[config.mk]
export PLATFORM = sky130hd
export DESIGN_NAME = add_sub_serial_ctrl
export DESIGN_NICKNAME = d
export VERILOG_FILES = /design/src/rtl/add_sub_serial_ctrl.sv
export SDC_FILE = /design/constraint.sdc
export NUM_CORES = 1
export LEC_CHECK = 0
export BUFFER_PORTS_ARGS = -buffer_cell sky130_fd_sc_hd__buf_2
export CAP_MARGIN = 20
export CORE_MARGIN = 2
export CORE_UTILIZATION = 37
export CTS_BUF_LIST = sky130_fd_sc_hd__clkbuf_16
export DETAILED_ROUTE_END_ITERATION = 12
export HOLD_SLACK_MARGIN = 0.1
export PLACE_DENSITY = 0.61
export SLEW_MARGIN = 20
export SYNTH_ARGS = -nofsm -noshare
export SYNTH_HDL_FRONTEND = slang
export SYNTH_SLANG_ARGS = --single-unit
[constraint.sdc]
create_clock -name clk -period 3.15 [get_ports clk]
set_clock_uncertainty 0.15 [all_clocks]
set_input_delay 0 -clock clk [delete_from_list [all_inputs] [get_ports clk]]
set_output_delay 0 -clock clk [all_outputs]
set_load 0.02 [all_outputs]
[src/rtl/add_sub_serial_ctrl.sv]
// Bit-serial add/subtract sequencer streaming operands LSB-first through one full_add_sub_1bit cell.
// Optional two's-complement overflow output enabled by defining ADD_SUB_SERIAL_OVF_EN.

module full_add_sub_1bit (
    input  logic a,
    input  logic b,
    input  logic cin,
    input  logic m,
    output logic sum,
    output logic cout
);
    logic a_eff;

    // Subtract borrow is the majority of (~a, b, bin), so inverting a unifies both modes
    assign a_eff = a ^ m;
    assign sum   = a ^ b ^ cin;
    assign cout  = (a_eff & b) | (a_eff & cin) | (b & cin);
endmodule

module add_sub_serial_ctrl #(
    parameter int unsigned WIDTH = 8
) (
    input  logic             clk,
    input  logic             rst_n,
    input  logic             start,
    input  logic             m,
    input  logic [WIDTH-1:0] a,
    input  logic [WIDTH-1:0] b,
    input  logic             cin,
    output logic             busy,
    output logic             done,
    output logic [WIDTH-1:0] result,
    output logic             cout
`ifdef ADD_SUB_SERIAL_OVF_EN
    ,
    output logic             ovf
`endif
);
    localparam int unsigned CW = $clog2(WIDTH) + 1;

    typedef enum logic [1:0] {
        IDLE,
        RUN,
        DONE
    } state_t;

    state_t          state;
    logic [WIDTH-1:0] sh_a;
    logic [WIDTH-1:0] sh_b;
    logic             mode;
    logic             carry;
    logic [CW-1:0]    cnt;
    logic             cell_sum;
    logic             cell_cout;
    logic             last_bit;

    full_add_sub_1bit u_cell (
        .a    (sh_a[0]),
        .b    (sh_b[0]),
        .cin  (carry),
        .m    (mode),
        .sum  (cell_sum),
        .cout (cell_cout)
    );

    assign last_bit = (cnt == CW'(WIDTH - 1));

    always_ff @(posedge clk or negedge rst_n) begin
        if (!rst_n) begin
            state  <= IDLE;
            sh_a   <= '0;
            sh_b   <= '0;
            mode   <= 1'b0;
            carry  <= 1'b0;
            cnt    <= '0;
            busy   <= 1'b0;
            done   <= 1'b0;
            result <= '0;
            cout   <= 1'b0;
        end else begin
            case (state)
                IDLE: begin
                    done <= 1'b0;
                    if (start) begin
                        sh_a  <= a;
                        sh_b  <= b;
                        mode  <= m;
                        carry <= cin;
                        cnt   <= '0;
                        busy  <= 1'b1;
                        state <= RUN;
                    end
                end
                RUN: begin
                    result <= {cell_sum, result[WIDTH-1:1]};
                    sh_a   <= sh_a >> 1;
                    sh_b   <= sh_b >> 1;
                    carry  <= cell_cout;
                    cnt    <= cnt + 1'b1;
                    if (last_bit) begin
                        cout  <= cell_cout;
                        busy  <= 1'b0;
                        done  <= 1'b1;
                        state <= DONE;
                    end
                end
                DONE: begin
                    done  <= 1'b0;
                    state <= IDLE;
                end
                default: begin
                    busy  <= 1'b0;
                    done  <= 1'b0;
                    state <= IDLE;
                end
            endcase
        end
    end

`ifdef ADD_SUB_SERIAL_OVF_EN
    logic a_msb;
    logic b_msb;
    logic ovf_next;

    // The last cell sum is the result MSB, so overflow resolves on the same edge as cout
    assign ovf_next = (mode ? (a_msb != b_msb) : (a_msb == b_msb)) && (cell_sum != a_msb);

    always_ff @(posedge clk or negedge rst_n) begin
        if (!rst_n) begin
            a_msb <= 1'b0;
            b_msb <= 1'b0;
            ovf   <= 1'b0;
        end else if (state == IDLE && start) begin
            a_msb <= a[WIDTH-1];
            b_msb <= b[WIDTH-1];
        end else if (state == RUN && last_bit) begin
            ovf <= ovf_next;
        end
    end
`endif

endmodule

==> results.md <==
- Initial antenna violation count: 0
- CP Launch Type: flop
- Die height: ~71 um
- Clock root buffer: clkbuf_16
- Die area: ~5000 um^2
- Post-Syn Nets: 195
- Finished Layout Cells: 273
- # setup viols final: 0
- CP max FO: 29
- Final worst path period share: around three fifths
- Int Pwr: 1.267 mW
- Layout cell share with drive strength beyond 1: 19.91%
- H-tree depth: 2
- Antenna-violating nets left: 0
- CP Data Required Time: 3.16 ns
- ANT cells: 0
- Syn Area/Cell: about 9.7 um^2
- Fin area: ~2200 um^2
- Core Footprint: between 4000 and 5000 um^2
- Critical path class: reg -> reg
- RSZ-0062 raised after global routing: false
- Slew margin rel.: around 43%
- Synthesis warning total: 0
- Total gr overflow: 0
- Final Net Count: approximately 240
- Worst slack, placed: between 1 and 1.5 ns
- Vias in the first global route: about 1400
- Pleak: a little over 1 nW
- CTS tree: built
- Min-delay worst type: in -> reg
- Final hold vios: 0
- Sw frac: 38.02%
- Combinational share of power: between 30 and 40%
- Crit path DAT: 1.91 ns
- Post-synthesis cell area: between 1500 and 2000 um^2
- Library cells used by synthesis: 26
- Worst Setup End Kind: flop
- CTS buffer count: 5
- Multi-input gate area: between 700 and 800 um^2
- Max Root-Sink Buffers: 2
- Status: finished clean
- Max cap viols: 0
- Die width: about 71 um
- Total power: slightly above 2 mW
- Post-CTS Repair Setup Buffers: 0
- Skew-Pair Late Insertion Delay: 0.27 ns
- Register Area: roughly 880 um^2
- DRC Markers: 0
- Worst reg2reg path startpoint: state[0]$_DFFE_PN0P_
- Core Util, Final: 50.00%
- Area Growth Syn to Fin: 30.24%
- Sw power: about 0.78 mW
- Starting Density: 38.39%
- Drt total wl: ~3.6 mm
- Flop-to-flop setup slack: around 1.3 ns
- Power density over the cells: roughly 940 nW/um^2
- Routed len/inst: about 13 um
- FF-to-FF End: cout$_DFFE_PN0P_
- Fin crit period: 1.896 ns
- Vias: around 1400
- Num rows: 24
- Via density: 5.048
- R2r worst-path depth: 3
- Post-DP HPWL: approximately 2.2 mm
- Flops & latches, synth: 35
- Max IR drop VDD: around 0.46 mV
- Largest net degree at the start of global routing: 36
- First-pass GRT wire length: approximately 6.3 mm
- Most common cell after layout, fill and taps aside: dfrtp_1
- Clk pwr share: between 20% and 30%
- Sequential area share after synthesis: between 50% and 60%
- DP Area: 1849 um^2
- Area leader, netlist: dfrtp_1
- Clock transition at path regs: ~0.050 ns
- Buffers on Ports: 31
- FILL cells: just over 400
- Worst setup endpoint: cout$_DFFE_PN0P_
- Drt pass-1 iters: 4
- Crit path launch: state[0]$_DFFE_PN0P_
- CTS resizes: 0
- 1st-iter DRT viols: approximately 110
- Most frequent cells in the layout: dfrtp_1 (35), buf_2 (31), nand2_1 (27), dlygate4sd3_1 (19)
- Top cells by area, synth: dfrtp_1 (52%), nor2b_1 (6.7%), nand2_1 (6.1%), a22oi_1 (5.8%), a21oi_1 (5.4%)
- Gpl congestion: between 0.7 and 0.8
- Gate Count Post-Synth: about 170
- Post-synth top area share: 52.40%
- Max-slew violations: 0
- Maximum clock rate: ~530 MHz
- Num ports: 32
- Slew at the pin closest to its max-slew limit: 0.8574 ns
- Total GRT Usage: between 15 and 20%
- Clk sinks: 35
- Setup TNS Final: 0 ns
- Worst Slack Setup Final: 1.254 ns
- Hold Slack: between 0.1 and 0.15 ns
- Placed Cells: between 200 and 250
- Part of the power in registers: about two fifths
how the worst min path moves through the flow:
stage           from                     to  cells past startpoint
2_1_floorplan  rst_n       busy$_DFFE_PN0P_                      0
3_3_place_gp   rst_n  result[0]$_DFFE_PN0P_                      1
3_5_place_dp   rst_n  result[0]$_DFFE_PN0P_                      1
4_1_cts        start    sh_b[4]$_DFFE_PN0P_                      4
5_1_grt        start    sh_b[2]$_DFFE_PN0P_                      4
6_report       start    sh_a[2]$_DFFE_PN0P_                      4
cell usage after synthesis, drive strengths merged:
library cell,n
a21oi,18
a22o,3
a22oi,13
and2,2
and3b,3
buf,12
dfrtp,35
ha,1
inv,1
maj3,1
mux2,4
nand2,27
nand2b,2
nand3,2
nand3b,1
nand4b,1
nor2,5
nor2b,18
o21ai,19
o21bai,1
o32ai,1
xnor2,1
xor2,2
repair_timing:
item / in CTS / in global routing
hold buffers: 19 / 0
endpoints found under the hold margin: 53 / 0
setup endpoints to repair: 0 / 0
flip-flops by register name, indices dropped and copies added (netlist names):
name and flops:
cnt 4, busy 1, sh_a 8, state 2, done 1, result 8
mode 1, sh_b 8, carry 1, cout 1
worst max-delay path, cell delays in order, from the launching register on:
cell and delay [ns]:
dfrtp_1 0.90, nor2b_1 0.24, and2_1 0.17, mux2_2 0.33
power groups by stage:
stage | registers (mW) | logic (mW) | clock network, mW
2_1_floorplan | 0.842 | 0.532 | 0
3_3_place_gp | 0.859 | 0.709 | 0
3_5_place_dp | 0.857 | 0.728 | 0
4_1_cts | 0.851 | 0.746 | 0.469
5_1_grt | 0.888 | 0.828 | 0.487
6_report | 0.851 | 0.733 | 0.460
cells by family after synthesis:
| kind of cell | Yosys count | share of synthesized area [%] |
|---|---|---|
| and+or+nand+nor | 61 | 18.56 |
| DFF | 35 | 52.40 |
| adders and majority gates | 2 | 1.422 |
| AOI/OAI and AO/OA | 55 | 19.69 |
| muxes | 4 | 2.694 |
| xor gates and xnor gates | 3 | 1.572 |
| buffers and inverters | 13 | 3.668 |
layer usage:
metal	routed length (um)	global-route usage (%)	share of wire (%)	up-vias
met1	1757	22.75	49	644
met4	51	6.080	1.4	0
met5	0	0	0	-
met3	170	3.938	4.7	5
met2	1608	22.63	45	36
li1	-	-	-	693
area by class of cell:
cell class	count	share of cell area (%)
Sequential cell	35	40.23
Clock buffer	5	5.747
Clock inverter	3	0.5747
Inverter	1	0.1724
Timing Repair Buffer	52	16.55
Tap cell	52	2.989
Multi-Input combinational cell	125	33.74
No activity file was read; power rests on OpenSTA's default activity.
